## src/rtl/jpeg_buf_arbiter.sv

```systemverilog
`default_nettype none
// ============================================================================
// Module   : jpeg_buf_arbiter
// Purpose  : Shares the single-port JPEG output buffer RAM between the encoder
//            writer and the SPI readout reader. The writer has priority, a
//            bounded burst guard keeps the reader from starving, and reads
//            return through a fixed-latency pipeline.
// Revision : 1.0 - initial release
// ============================================================================
module jpeg_buf_arbiter #(
    parameter int ADDR_W       = 17,
    parameter int DATA_W       = 8,
    parameter int MAX_WR_BURST = 4
) (
    input  logic              clk,
    input  logic              reset,
    input  logic              wr_req,
    input  logic [ADDR_W-1:0] wr_addr,
    input  logic [DATA_W-1:0] wr_data,
    output logic              wr_ack,
    input  logic              rd_req,
    input  logic [ADDR_W-1:0] rd_addr,
    output logic              rd_ack,
    output logic              rd_valid,
    output logic [DATA_W-1:0] rd_data,
    output logic              mem_en,
    output logic              mem_we,
    output logic [ADDR_W-1:0] mem_addr,
    output logic [DATA_W-1:0] mem_wdata,
    input  logic [DATA_W-1:0] mem_rdata
);

    localparam logic [3:0] c_MAX_BURST = 4'(MAX_WR_BURST);

    logic              w_wr_grant;
    logic              w_rd_grant;
    logic              w_burst_full;
    logic [3:0]        r_wr_burst;
    logic              r_mem_en;
    logic              r_mem_we;
    logic [ADDR_W-1:0] r_mem_addr;
    logic [DATA_W-1:0] r_mem_wdata;
    logic              r_rd_issued;
    logic              r_rd_valid;
    logic [DATA_W-1:0] r_rd_data;

    always_comb begin
        w_burst_full = (r_wr_burst >= c_MAX_BURST);
        w_wr_grant   = !reset && wr_req && (!rd_req || !w_burst_full);
        w_rd_grant   = !reset && rd_req && !w_wr_grant;
    end

    assign wr_ack = w_wr_grant;
    assign rd_ack = w_rd_grant;

    // Counts only writer grants that made a waiting reader wait.
    always_ff @(posedge clk) begin
        if (reset) begin
            r_wr_burst <= 4'd0;
        end else if (w_rd_grant || !rd_req) begin
            r_wr_burst <= 4'd0;
        end else if (w_wr_grant && !w_burst_full) begin
            r_wr_burst <= r_wr_burst + 4'd1;
        end
    end

    always_ff @(posedge clk) begin
        if (reset) begin
            r_mem_en    <= 1'b0;
            r_mem_we    <= 1'b0;
            r_mem_addr  <= '0;
            r_mem_wdata <= '0;
        end else begin
            r_mem_en <= w_wr_grant || w_rd_grant;
            r_mem_we <= w_wr_grant;
            if (w_wr_grant) begin
                r_mem_addr  <= wr_addr;
                r_mem_wdata <= wr_data;
            end else if (w_rd_grant) begin
                r_mem_addr  <= rd_addr;
            end
        end
    end

    // Stage 1 tracks a read the RAM sampled; stage 2 captures its data.
    always_ff @(posedge clk) begin
        if (reset) begin
            r_rd_issued <= 1'b0;
            r_rd_valid  <= 1'b0;
            r_rd_data   <= '0;
        end else begin
            r_rd_issued <= r_mem_en && !r_mem_we;
            r_rd_valid  <= r_rd_issued;
            if (r_rd_issued) begin
                r_rd_data <= mem_rdata;
            end
        end
    end

    assign mem_en    = r_mem_en;
    assign mem_we    = r_mem_we;
    assign mem_addr  = r_mem_addr;
    assign mem_wdata = r_mem_wdata;
    assign rd_valid  = r_rd_valid;
    assign rd_data   = r_rd_data;

endmodule
`default_nettype wire

```

## config.mk

```make
export PLATFORM = sky130hd
export DESIGN_NAME = jpeg_buf_arbiter
export DESIGN_NICKNAME = d
export VERILOG_FILES = /design/src/rtl/jpeg_buf_arbiter.sv
export SDC_FILE = /design/constraint.sdc
export NUM_CORES = 1
export LEC_CHECK = 0
export CORE_MARGIN = 2
export CORE_UTILIZATION = 40
export CTS_CLUSTER_SIZE = 40
export DETAILED_ROUTE_END_ITERATION = 10
export PLACE_DENSITY_LB_ADDON = 0.08
export REMOVE_ABC_BUFFERS = 1
export SLEW_MARGIN = 20
export SYNTH_ARGS = -nofsm -noshare
export SYNTH_HDL_FRONTEND = slang
export SYNTH_SLANG_ARGS = --single-unit
```

## constraint.sdc

```tcl
create_clock -name clk -period 4.2 [get_ports clk]
set_clock_uncertainty 0.2 [all_clocks]
set_input_delay 0.84 -clock clk [delete_from_list [all_inputs] [get_ports clk]]
set_output_delay 0.84 -clock clk [all_outputs]
set_load 0.01 [all_outputs]
```

Yosys cells after proc, flatten, opt, wreduce, memory -nomap -nowiden
Index checks and enable logic that the tools add are counted. W data, S select, Z words.

Word-level logic and storage cells: 28. Output and inout port bits: 38. Register bits: 41. Input bits: 54.

Magnitude comparators: 1. Multiplexer cells: 2. Reductions and logical operators: 16. Add/subtract/negate cells: 1.

Operators by type and width (count): $mux W17 (2); $logic_and A1 B1 Y1 (6); $logic_not A1 Y1 (5); $add A4 B1 Y4 const B (1); $ge A4 B3 Y1 const B (1); $logic_or A1 B1 Y1 (3); $reduce_bool A2 Y1 (1); $reduce_or A2 Y1 (1).

Depth between registers and ports, before layout
Gate-level depths: netlist of run 1.

Word-level depth: 8. Gate-level depth with buffers: 5. Depth with buffers taken out: 4.

Worst setup path before layout of run 1
OpenSTA, ideal clock, no wires.

Kind: input to output. From: in reset. To: out wr_ack. Cell stages on the path: 4. Arrival time: 1520 ps. Required time: 3160 ps. Path buffers: 2. Setup slack: 1640 ps. Cells stage by stage: buf_4 > nand2b_2 > nor2_2 > buf_4.

Word-level cells in the longest chain between the ends: 3.

Ends and longest elaborated chain: start, declared (line 16) `input logic reset,`; $logic_not A1 Y1 (line 49) `w_wr_grant = !reset && wr_req && (!rd_req || !w_burst_full);`; $logic_and A1 B1 Y1 (2 in series) (line 49); end, declared (line 20) `output logic wr_ack,`.

No other way between the ends.

Final worst setup path of run 1
From: in wr_req. To: out wr_ack.

Word-level cells in the longest chain between the ends: 2.

Ends and longest elaborated chain: start, declared (line 17) `input logic wr_req,`; $logic_and A1 B1 Y1 (2 in series) (line 49).

No other way between the ends.

==> impl_metrics.ini, run 1 <==
[status]
status = finished, final reports clean

[placed_design]
dp_hpwl_um = 3210
preCtsSetupSlack_ns = 0.763
dpl-instance-area_um2 = 2490
gp_congestion = 0.716
numPortBuffers = 91

[worst_setup_path]
crit_path_start_kind = input pin
r2r_end = mem_addr[16]$_SDFFE_PP0P_
end_kind = output pin
cp_data_required_time_ns = 3.16
arrival_ns = 2.40
criticalPathCategory = in -> out
r2r_start = r_wr_burst[3]$_SDFFE_PP0P_
critPathMaxFanout = 15
rrSetupSlack_ns = 2.39
rr_worst_depth = 3

[sta]
final-setup-viol-count = 0
rsz0062_at_grt = no
worstMarginPinSlew_ns = 1.03
period_share_pct = 81.9
whs_ns = 0.227
max_slew_margin_pct = 30.9
slew_violations = 0
worst_slack_ns = 0.760
fmax_mhz = 291
hold_viol = 0
finalSetupTns_ns = 0
min_period_ns = 3.44

[clocking]
cts.sinks = 41
cts-resized-gates = 0
clk_latency_ns = 0.29
cts_hold_buf = 0
tritoncts.num_buffers = 5
clkTransAtPathRegs_ns = 0.07
clk_path_buf_depth = 2
postCtsSetupBuffers = 0
cts_tree = done
cts_root_buf = clkbuf_8
htree_levels = 2

[power_and_ir_drop]
p_sw_share_pct = 21.4
leakage_nw = 0.987
p_seq_share_pct = 44.4
vdd_ir_drop_max_uv = 235
switching_power_mw = 0.203
pwr-share-clk_pct = 38.6
combPwrFrac_pct = 16.9
power-per-cell-area_nw_per_um2 = 362
p_int_mw = 0.749

[floorplanning]
io_pins = 92
die_h_um = 66.4
start_util_pct = 41.9
die_x_um = 66.4
rows = 22
die_area_um2 = 4410
coreArea_um2 = 3720

[finish]
fin_util_pct = 70.7
n_antenna_cell = 0
fin_area_um2 = 2630
drive_above_1_share_pct = 6.88
fillers = 288
final_nets = 301
area_delta_synth_final_pct = 68.8

[synthesis]
synth_top_family_by_area = compound AO/OA/AOI/OAI gates
synth_compound_area_share_pct = 21.4
synthFlopType = dfxtp_1
synthCells = 156
muxShareOfSynthArea_pct = 5.14
synth-simple-area-share_pct = 15.8
ys_seq_elements = 41
async_flop_share_pct = 0
synth_fa_ha_area_share_pct = 0.803
synthDistinctLibCells = 29
netlist_area_um2 = 1560
synth_edf_count = 0
synth_warnings = 0
avgSynthCellArea_um2 = 9.99
ys_seq_area_share_pct = 52.7
synthXorXnorAreaFrac_pct = 0

[hold_path]
min_from = r_wr_burst[0]$_SDFFE_PP0P_
hold_path.class = reg -> reg
holdPathEnd = r_wr_burst[0]$_SDFFE_PP0P_
holdPathStages = 1

[global_route]
track_usage_pct = 19.3
grt.overflow.total = 0
grt_pass1_wl_um = 6490
grt_pass1_vias = 1441
antenna_found_initial = 0
grt_max_degree = 27

[route]
via_per_inst = 5.04
drc = 0
drt_iter0_drc = 52
vias = 1488
final_antenna_net_count = 0
wl_per_cell_um = 14.1
firstDrtPassIters = 4
wl_um = 4150

[run]
max_cap_violations = 0
[layout make-up]
class                      count  area [um^2]  area share [%]
clock buffer                   5         68.8            2.62
clock inverter                 3         65.1            2.48
multi-input combinational    103          677            25.7
sequential                    41          821            31.2
timing repair buffer          94          933            35.5
tap                           48         60.1            2.28
inverter                       1         3.75           0.143
[per-stage QoR]
stage	std cells	power [mW]
3_5_place_dp	287	0.595
2_1_floorplan	145	0.483
3_3_place_gp	287	0.590
5_1_grt	295	0.987
4_1_cts	295	0.961
6_report	295	0.952
[cell families (layout without fill, tap and decap cells)]
family / after synthesis / after routing
compound gates: 47 / 47
fa+ha+maj: 1 / 1
buf+inv: 12 / 103
flops: 41 / 41
mux: 8 / 8
other cells: 1 / 1
simple gates: 46 / 46
[state kept, by name, indices dropped and copies added, names as in the netlist]
| name | cells |
|---|---|
| r_rd_issued | 1 |
| mem_wdata | 8 |
| r_wr_burst | 4 |
| mem_en | 1 |
| rd_data | 8 |
| mem_addr | 17 |
| rd_valid | 1 |
| mem_we | 1 |
[power by group through the flow]
| stage | Clock [mW] | Sequential (mW) | Combinational, mW |
|---|---|---|---|
| floorplan | 0 | 0.441 | 0.0416 |
| global placement | 0 | 0.431 | 0.159 |
| detailed placement | 0 | 0.432 | 0.162 |
| CTS | 0.375 | 0.423 | 0.163 |
| global route | 0.388 | 0.426 | 0.173 |
| finish | 0.368 | 0.423 | 0.161 |
[cell usage after synthesis, types with 2 or more instances]
cell	count	area (um^2)
a211oi_1	3	22.5
a211oi_2	2	25.0
a21oi_1	8	40.0
a221o_1	12	120
a31oi_1	5	31.3
and2_1	14	87.6
buf_2	3	15.0
buf_4	3	22.5
clkbuf_1	5	18.8
dfxtp_1	41	821
mux2i_1	8	80.1
nand3_1	8	40.0
nor2_1	15	56.3
nor2b_1	2	12.5
o21ai_0	12	60.1
o21ai_1	2	10.0
[placed cells by master, fill, tap and decap left out, types with 2 or more instances in the layout]
master / n
buf_4: 3
mux2i_1: 8
dfxtp_1: 41
a211oi_1: 3
nand3_1: 8
a21oi_1: 8
clkdlybuf4s50_1: 91
bufinv_16: 2
o21ai_1: 2
a221o_1: 12
o21ai_0: 12
clkbuf_8: 5
nor2b_1: 2
nor2_1: 15
a31oi_1: 5
a211oi_2: 2
and2_1: 14
[per-layer routing]
| layer | track usage, % | wire [um] | vias to the layer above |
|---|---|---|---|
| li1 | - | - | 738 |
| met1 | 21.1 | 1610 | 686 |
| met2 | 34.8 | 2110 | 60 |
| met3 | 6.98 | 401 | 4 |
| met4 | 5.36 | 20 | 0 |
| met5 | 0 | 0 | - |
[worst max-delay path, cell delays in order]
cell,delay (ns)
clkdlybuf4s50_1,0.58
nand2b_2,0.21
nor2_2,0.19
clkdlybuf4s50_1,0.57
[how the worst max path moves through the flow]
stage	startpoint	to	cells after the start
detailed placement	wr_req	wr_ack	4
global route	wr_req	wr_ack	4
CTS	wr_req	wr_ack	4
global placement	wr_req	wr_ack	4
floorplan	reset	wr_ack	2
finish	wr_req	wr_ack	4
(Power assumes the default switching activity.)
==> inputs of run 2 (changes only) <==
CORE_UTILIZATION = 37   (was 40)
clock period = 3.6 ns   (was 4.2 ns; I/O delays follow)
==> impl_metrics.ini, run 2 (synthesized netlist as in run 1, its figures left out) <==
[power_and_ir_drop]
p_sw_share_pct = 22.5
p_int_mw = 0.825
switching_power_mw = 0.240
power-per-cell-area_nw_per_um2 = 405
combPwrFrac_pct = 17.8
vdd_ir_drop_max_uv = 255
p_seq_share_pct = 46.4
pwr-share-clk_pct = 35.8
leakage_nw = 0.982

[worst_setup_path]
end_kind = output pin
r2r_end = mem_addr[13]$_SDFFE_PP0P_
cp_data_required_time_ns = 2.68
r2r_start = r_wr_burst[3]$_SDFFE_PP0P_
arrival_ns = 2.19
crit_path_start_kind = input pin
rrSetupSlack_ns = 1.81
rr_worst_depth = 3
critPathMaxFanout = 15
criticalPathCategory = in -> out

[floorplanning]
die_h_um = 68.9
io_pins = 92
die_x_um = 68.9
die_area_um2 = 4750
start_util_pct = 38.7
rows = 23
coreArea_um2 = 4030

[sta]
worstMarginPinSlew_ns = 0.906
max_slew_margin_pct = 39.2
min_period_ns = 3.11
fmax_mhz = 321
finalSetupTns_ns = 0
period_share_pct = 86.5
final-setup-viol-count = 0
worst_slack_ns = 0.486
slew_violations = 0
whs_ns = 0.221
hold_viol = 0
rsz0062_at_grt = no

[placed_design]
gp_congestion = 0.729
preCtsSetupSlack_ns = 0.503
numPortBuffers = 91
dp_hpwl_um = 3220

[global_route]
grt_pass1_vias = 1398
grt_max_degree = 27
grt_pass1_wl_um = 6400
antenna_found_initial = 0
grt.overflow.total = 0
track_usage_pct = 18.3

[finish]
area_delta_synth_final_pct = 68.8
final_nets = 302
n_antenna_cell = 0
drive_above_1_share_pct = 7.66
final_common_cell = clkdlybuf4s50_1
fillers = 327
largest_reg_flops = 17
layout_common_cells = clkdlybuf4s50_1 (91), dfxtp_1 (41), nor2_1 (15)

[clocking]
clk_latency_ns = 0.28
clkTransAtPathRegs_ns = 0.07
cts.sinks = 41
htree_levels = 2
postCtsSetupBuffers = 0
cts_hold_buf = 0
cts_root_buf = clkbuf_8
cts-resized-gates = 0
cts_tree = done
tritoncts.num_buffers = 5
clk_path_buf_depth = 2

[route]
wl_per_cell_um = 14.4
wl_um = 4290
firstDrtPassIters = 4
drt_iter0_drc = 90
drc = 0
via_per_inst = 5.04
vias = 1502
final_antenna_net_count = 0

[run]
max_cap_violations = 0

[status]
status = finished, final reports clean

[hold_path]
holdPathStages = 1
holdPathEnd = r_rd_issued$_SDFF_PP0_
min_from = mem_we$_SDFF_PP0_
hold_path.class = reg -> reg
-- run 2: power groups by stage --
stage	clock network, mW	logic (mW)	registers (mW)
3_5_place_dp	0	0.189	0.505
5_1_grt	0.405	0.204	0.498
3_3_place_gp	0	0.186	0.504
4_1_cts	0.387	0.190	0.495
2_1_floorplan	0	0.0485	0.515
6_report	0.381	0.189	0.494
-- run 2: routing by layer --
metal	vias to the layer above	wire, um	share of wire [%]	track usage (%)
met4	0	48	1.1	4.90
met3	6	393	9.2	7.63
met1	694	1710	40	20.8
met2	62	2130	50	31.5
li1	740	-	-	-
met5	-	0	0	0
-- run 2: critical path: stages --
cell and delay, ns:
clkdlybuf4s50_1 0.56, o21a_2 0.32, nor2_2 0.07, clkdlybuf4s50_1 0.52
-- run 2: layout make-up --
type | instances | area, um^2 | share of cell area, %
Clock inverter | 2 | 37.5 | 1.43
Inverter | 1 | 3.75 | 0.143
Clock buffer | 6 | 82.6 | 3.14
Sequential cell | 41 | 821 | 31.2
Tap cell | 50 | 62.6 | 2.38
Timing Repair Buffer | 95 | 941 | 35.8
Multi-Input combinational cell | 103 | 682 | 25.9
-- run 2: worst max path at each step --
| stage | from | to | slack [ns] | depth (start not counted) |
|---|---|---|---|---|
| 2_1_floorplan | reset | wr_ack | 1.32 | 2 |
| 3_3_place_gp | rd_req | wr_ack | 0.54 | 4 |
| 3_5_place_dp | rd_req | wr_ack | 0.50 | 4 |
| 4_1_cts | rd_req | wr_ack | 0.50 | 4 |
| 5_1_grt | rd_req | wr_ack | 0.42 | 4 |
| 6_report | rd_req | wr_ack | 0.49 | 4 |
-- run 2: per-stage QoR --
step                      util (%)  instances  power (mW)  cell area (um^2)
after global routing          65.3        298        1.11              2630
after floorplan                  -        145       0.563              1500
final                         65.3        298        1.06              2630
after detailed placement      62.2        290       0.694              2500
after global placement        62.2        290       0.689              2500
after CTS                     65.2        298        1.07              2630
==> inputs of run 3 (changes only) <==
CELL_PAD_IN_SITES_DETAIL_PLACEMENT = 1   (was not set)
CELL_PAD_IN_SITES_GLOBAL_PLACEMENT = 1   (was not set)
CORE_UTILIZATION = 26   (was 37)
==> impl_metrics.ini, run 3 (synthesized netlist as in run 1, its figures left out) <==
[status]
status = finished, final reports clean

[floorplanning]
die_area_um2 = 6630
die_h_um = 81.4
die_x_um = 81.4
rows = 28
io_pins = 92
coreArea_um2 = 5850
start_util_pct = 26.6

[sta]
slew_violations = 0
whs_ns = 0.227
min_period_ns = 3.10
rsz0062_at_grt = no
finalSetupTns_ns = 0
worstMarginPinSlew_ns = 0.916
max_slew_margin_pct = 38.6
fmax_mhz = 323
period_share_pct = 86.1
final-setup-viol-count = 0
hold_viol = 0

[route]
drc = 0
top_layer_used = met4
drt_iter0_drc = 23
met3_length_um = 370
wl_met1_um = 1970
final_antenna_net_count = 0
via_per_inst = 4.54
route.met2.wl_um = 2210
vias = 1467
firstDrtPassIters = 4
wl_per_cell_um = 14.2
wl_um = 4570

[worst_setup_path]
critPathMaxFanout = 15
crit_path_start_kind = input pin
end_kind = output pin
arrival_ns = 2.18
rr_worst_depth = 3
r2r_start = r_wr_burst[3]$_SDFFE_PP0P_
criticalPathCategory = in -> out
cp_data_required_time_ns = 2.68
cp-startpoint = rd_req

[power_and_ir_drop]
vdd_ir_drop_max_uv = 178
p_seq_share_pct = 50.5
pwr-share-clk_pct = 30.1
power-per-cell-area_nw_per_um2 = 371
combPwrFrac_pct = 19.4
p_sw_share_pct = 23.1
p_int_mw = 0.752
leakage_nw = 0.973
switching_power_mw = 0.226

[finish]
largest_reg_flops = 17
drive_above_1_share_pct = 7.26
area_delta_synth_final_pct = 69.2
n_antenna_cell = 0
final_common_cell = clkdlybuf4s50_1
layout_common_cells = clkdlybuf4s50_1 (91), dfxtp_1 (41), nor2_1 (15)
fin_util_pct = 45.0
final_nets = 303
layoutNonFillerInstCount = 323

[global_route]
grt_pass1_wl_um = 6930
grt.overflow.total = 0
track_usage_pct = 13.7
grt_max_degree = 16
grt_pass1_vias = 1517
antenna_found_initial = 0

[placed_design]
dp_cells = 316
gp_congestion = 0.703
numPortBuffers = 91
dp_hpwl_um = 3380

[clocking]
postCtsSetupBuffers = 0
htree_levels = 2
clkTransAtPathRegs_ns = 0.07
clk_latency_ns = 0.27
cts.sinks = 41
tritoncts.num_buffers = 5
cts_root_buf = clkbuf_8
cts-resized-gates = 0
cts_tree = done
clk_path_buf_depth = 2
cts_hold_buf = 0

[hold_path]
holdPathStages = 1
hold_path.class = reg -> reg
min_from = mem_we$_SDFF_PP0_

[run]
max_cap_violations = 0
==> run 3: final timing paths <==
path / slack (ns) / end
min: 0.23 / r_rd_issued$_SDFF_PP0_
max reg2reg: 1.81 / mem_addr[16]$_SDFFE_PP0P_
max: 0.50 / wr_ack
min reg2reg: 0.23 / r_rd_issued$_SDFF_PP0_
==> run 3: final cells by class <==
cell class / count / area, um^2
multi-input combinational: 103 / 682
clock buffer: 7 / 86.3
fill: 669 / 3220
sequential: 41 / 821
tap: 75 / 93.8
timing repair buffer: 96 / 948
inverter: 1 / 3.75
==> run 3: metal layers <==
layer  vias up  track usage (%)
met2        46             23.6
li1        740                -
met3         2             5.22
met4         0             3.56
met5         -                0
met1       679             15.9
==> run 3: worst max-delay path: stages <==
cell and delay [ns]:
clkdlybuf4s50_1 0.55, o21a_2 0.33, nor2_2 0.06, clkdlybuf4s50_1 0.51
==> run 3: power groups by stage <==
stage / Sequential [mW] / Combinational (mW) / Clock, mW
global route: 0.497 / 0.206 / 0.333
detailed placement: 0.505 / 0.193 / 0
CTS: 0.495 / 0.194 / 0.310
floorplan: 0.515 / 0.0485 / 0
global placement: 0.505 / 0.192 / 0
finish: 0.494 / 0.190 / 0.294
==> run 3: through the flow <==
stage,worst slack (ns),power (mW),cell area (um^2)
2_1_floorplan,1.32,0.563,1500
3_3_place_gp,0.525,0.697,2540
3_5_place_dp,0.482,0.698,2550
4_1_cts,0.480,0.998,2640
5_1_grt,0.410,1.04,2640
6_report,0.502,0.978,2640
==> edit (settings of run 2) <==
Change the parameter `ADDR_W` from 17 to 34.
--- a/src/rtl/jpeg_buf_arbiter.sv
+++ b/src/rtl/jpeg_buf_arbiter.sv
@@ -10,3 +10,3 @@
 module jpeg_buf_arbiter #(
-    parameter int ADDR_W       = 17,
+    parameter int ADDR_W       = 34,
     parameter int DATA_W       = 8,
Interface: changed (resized mem_addr, rd_addr and wr_addr); port bits go from 92 to 143. No check against the original RTL was run, so the function may have changed too.
==> edit against run 2 <==
  * First-iteration DRC count shrank 57%
  * Total power increased by 56%
  * Count of clock-buffer cells in the layout rose by 5
  * Via count increased by 30%
  * Sequential cell count grew 17
  * Setup slack gained 0.019 ns
  * Wire length is 41% higher
  * Synthesized area increased by 44%
  * Final area is 48% higher
  * Critical path type unchanged
  * Largest cell class unchanged
  * Highest routed layer unchanged
==> edit: results (changes against run 2) <==
yosys:
  synthAdderAreaFrac_pct: 0.5580  # -0.25 points
  synth_compound_area_share_pct: 17.41  # -4.0 points
  syn_area_per_cell_um2: 11.74  # +18%
  synthTopCellsByCount: "58 x dfxtp_1, 33 x a221o_1, 32 x and2_1"
  synth_cell_types: 27  # -6.9%
  synth_seq_area_share_pct: 51.79  # -0.91 points
  synth_mux_area_share_pct: 7.589  # +2.4 points
  ys_top_cells_by_area: "dfxtp_1 52%, a221o_1 15%, and2_1 8.9%"
setup_path:
  r2r_start: "r_wr_burst[3]"
  critPathMaxFanout: 5  # -10
  critPathArrivalTime_ns: 2.18
  cp-startpoint: "reset"
pwr:
  ir_drop_mv: 0.2544  # about the same
  p_leak_nw: 1.530  # +56%
clocking:
  cts_setup_buffers: 0  # unchanged
  cts.clk_slew.worst_paths_ns: 0.06
  cts_made_buffers: 9  # +4
  insertion_delay_ns: 0.32  # +0.04 ns
  cts_max_level: 3  # +1
global_route:
  grt_usage_pct: 17.94  # -0.34 points
  grt_pass1_wl_um: 8990  # +40%
  grt_pass1_vias: 1876  # +34%
  grt_max_degree: 42  # +56%
timing:
  relSlewSlack_pct: 46.23  # +7.0 points
placed_design:
  port_buffers: 142  # +56%
  dp_hpwl_um: 4280  # +33%
  gp_congestion: 0.7888  # +8.2%
  placed_cell_area_mm2: 0.003680  # +47%
  dpl.cell_count: 399  # +38%
final_layout:
  drive_gt1_share_pct: 9.118  # +1.5 points
  finalNonFillerCells: 415  # +39%
  largest_reg_flops: 34  # +17
route:
  avgRoutedWirePerCell_um: 14.62  # +1.6%
  vias_per_cell: 4.699  # -6.8%
  drt-initial-drc-count: 39  # -57%
hold_path:
  worstHoldStart: "r_wr_burst[0]"
outcome:
  status: "finished clean"
[edit: cell types whose count changed after synthesis, sizes merged, moves of 4 or more]
| cell | change |
|---|---|
| nand3 | -8 |
| a211oi | -4 |
| a31oi | -5 |
| a21oi | -8 |
| nor2 | -4 |
| nor2b | +8 |
| a221o | +21 |
| mux2 | +8 |
| o21ai | -13 |
| clkbuf | -4 |
| buf | +6 |
| and2 | +21 |
| dfxtp | +17 |
[edit: where the power goes]
part	leakage (nW)	switching (mW)	internal [mW]	total (mW)
clock network	0.109	0.252	0.407	0.658
logic	0.942	0.0942	0.198	0.292
registers	0.479	0.0222	0.686	0.708
[edit: logic make-up after synthesis]
family | after synthesis
AO/OA/AOI/OAI | 39
adder cells (fa/ha/maj) | 1
buffers and inverters | 14
flip-flops | 58
multiplexers | 16
other | 1
AND/OR/NAND/NOR | 62
[edit: layout make-up]
cell class | count | area [um2]
fillers | 485 | 1987
inverters | 1 | 3.754
flip-flops and latches | 58 | 1161
clock buffers | 11 | 141.4
clock inverters | 5 | 77.57
multi-input cells | 119 | 969.7
well taps | 75 | 93.84
repair buffers | 146 | 1451
[edit: final timing paths]
check | cells after the start | end | slack [ns]
max | 4 | rd_ack | 0.50
min | 1 | r_wr_burst[0] | 0.23
max reg2reg | 4 | mem_wdata[4] | 1.79
min reg2reg | 1 | r_wr_burst[0] | 0.23
[edit: critical path, cell delays in order]
cell             delay (ns)
clkdlybuf4s50_1        0.51
nand2b_1               0.22
a21oi_2                0.16
clkdlybuf4s50_1        0.57
[edit: per-stage QoR]
stage	hold slack [ns]	worst slack, ns
2_1_floorplan	0.1984	1.031
3_3_place_gp	0.2111	0.5149
3_5_place_dp	0.2215	0.4965
4_1_cts	0.2305	0.4951
5_1_grt	0.2470	0.4167
6_report	0.2265	0.5047
[edit: routing by layer]
layer  wire (um)  up-vias  GRT usage [%]
met5           0        -              0
met4          38        0          8.000
met3         666        4          7.802
met2        2720       92          27.24
met1        2642      874          21.97
li1            -      980              -
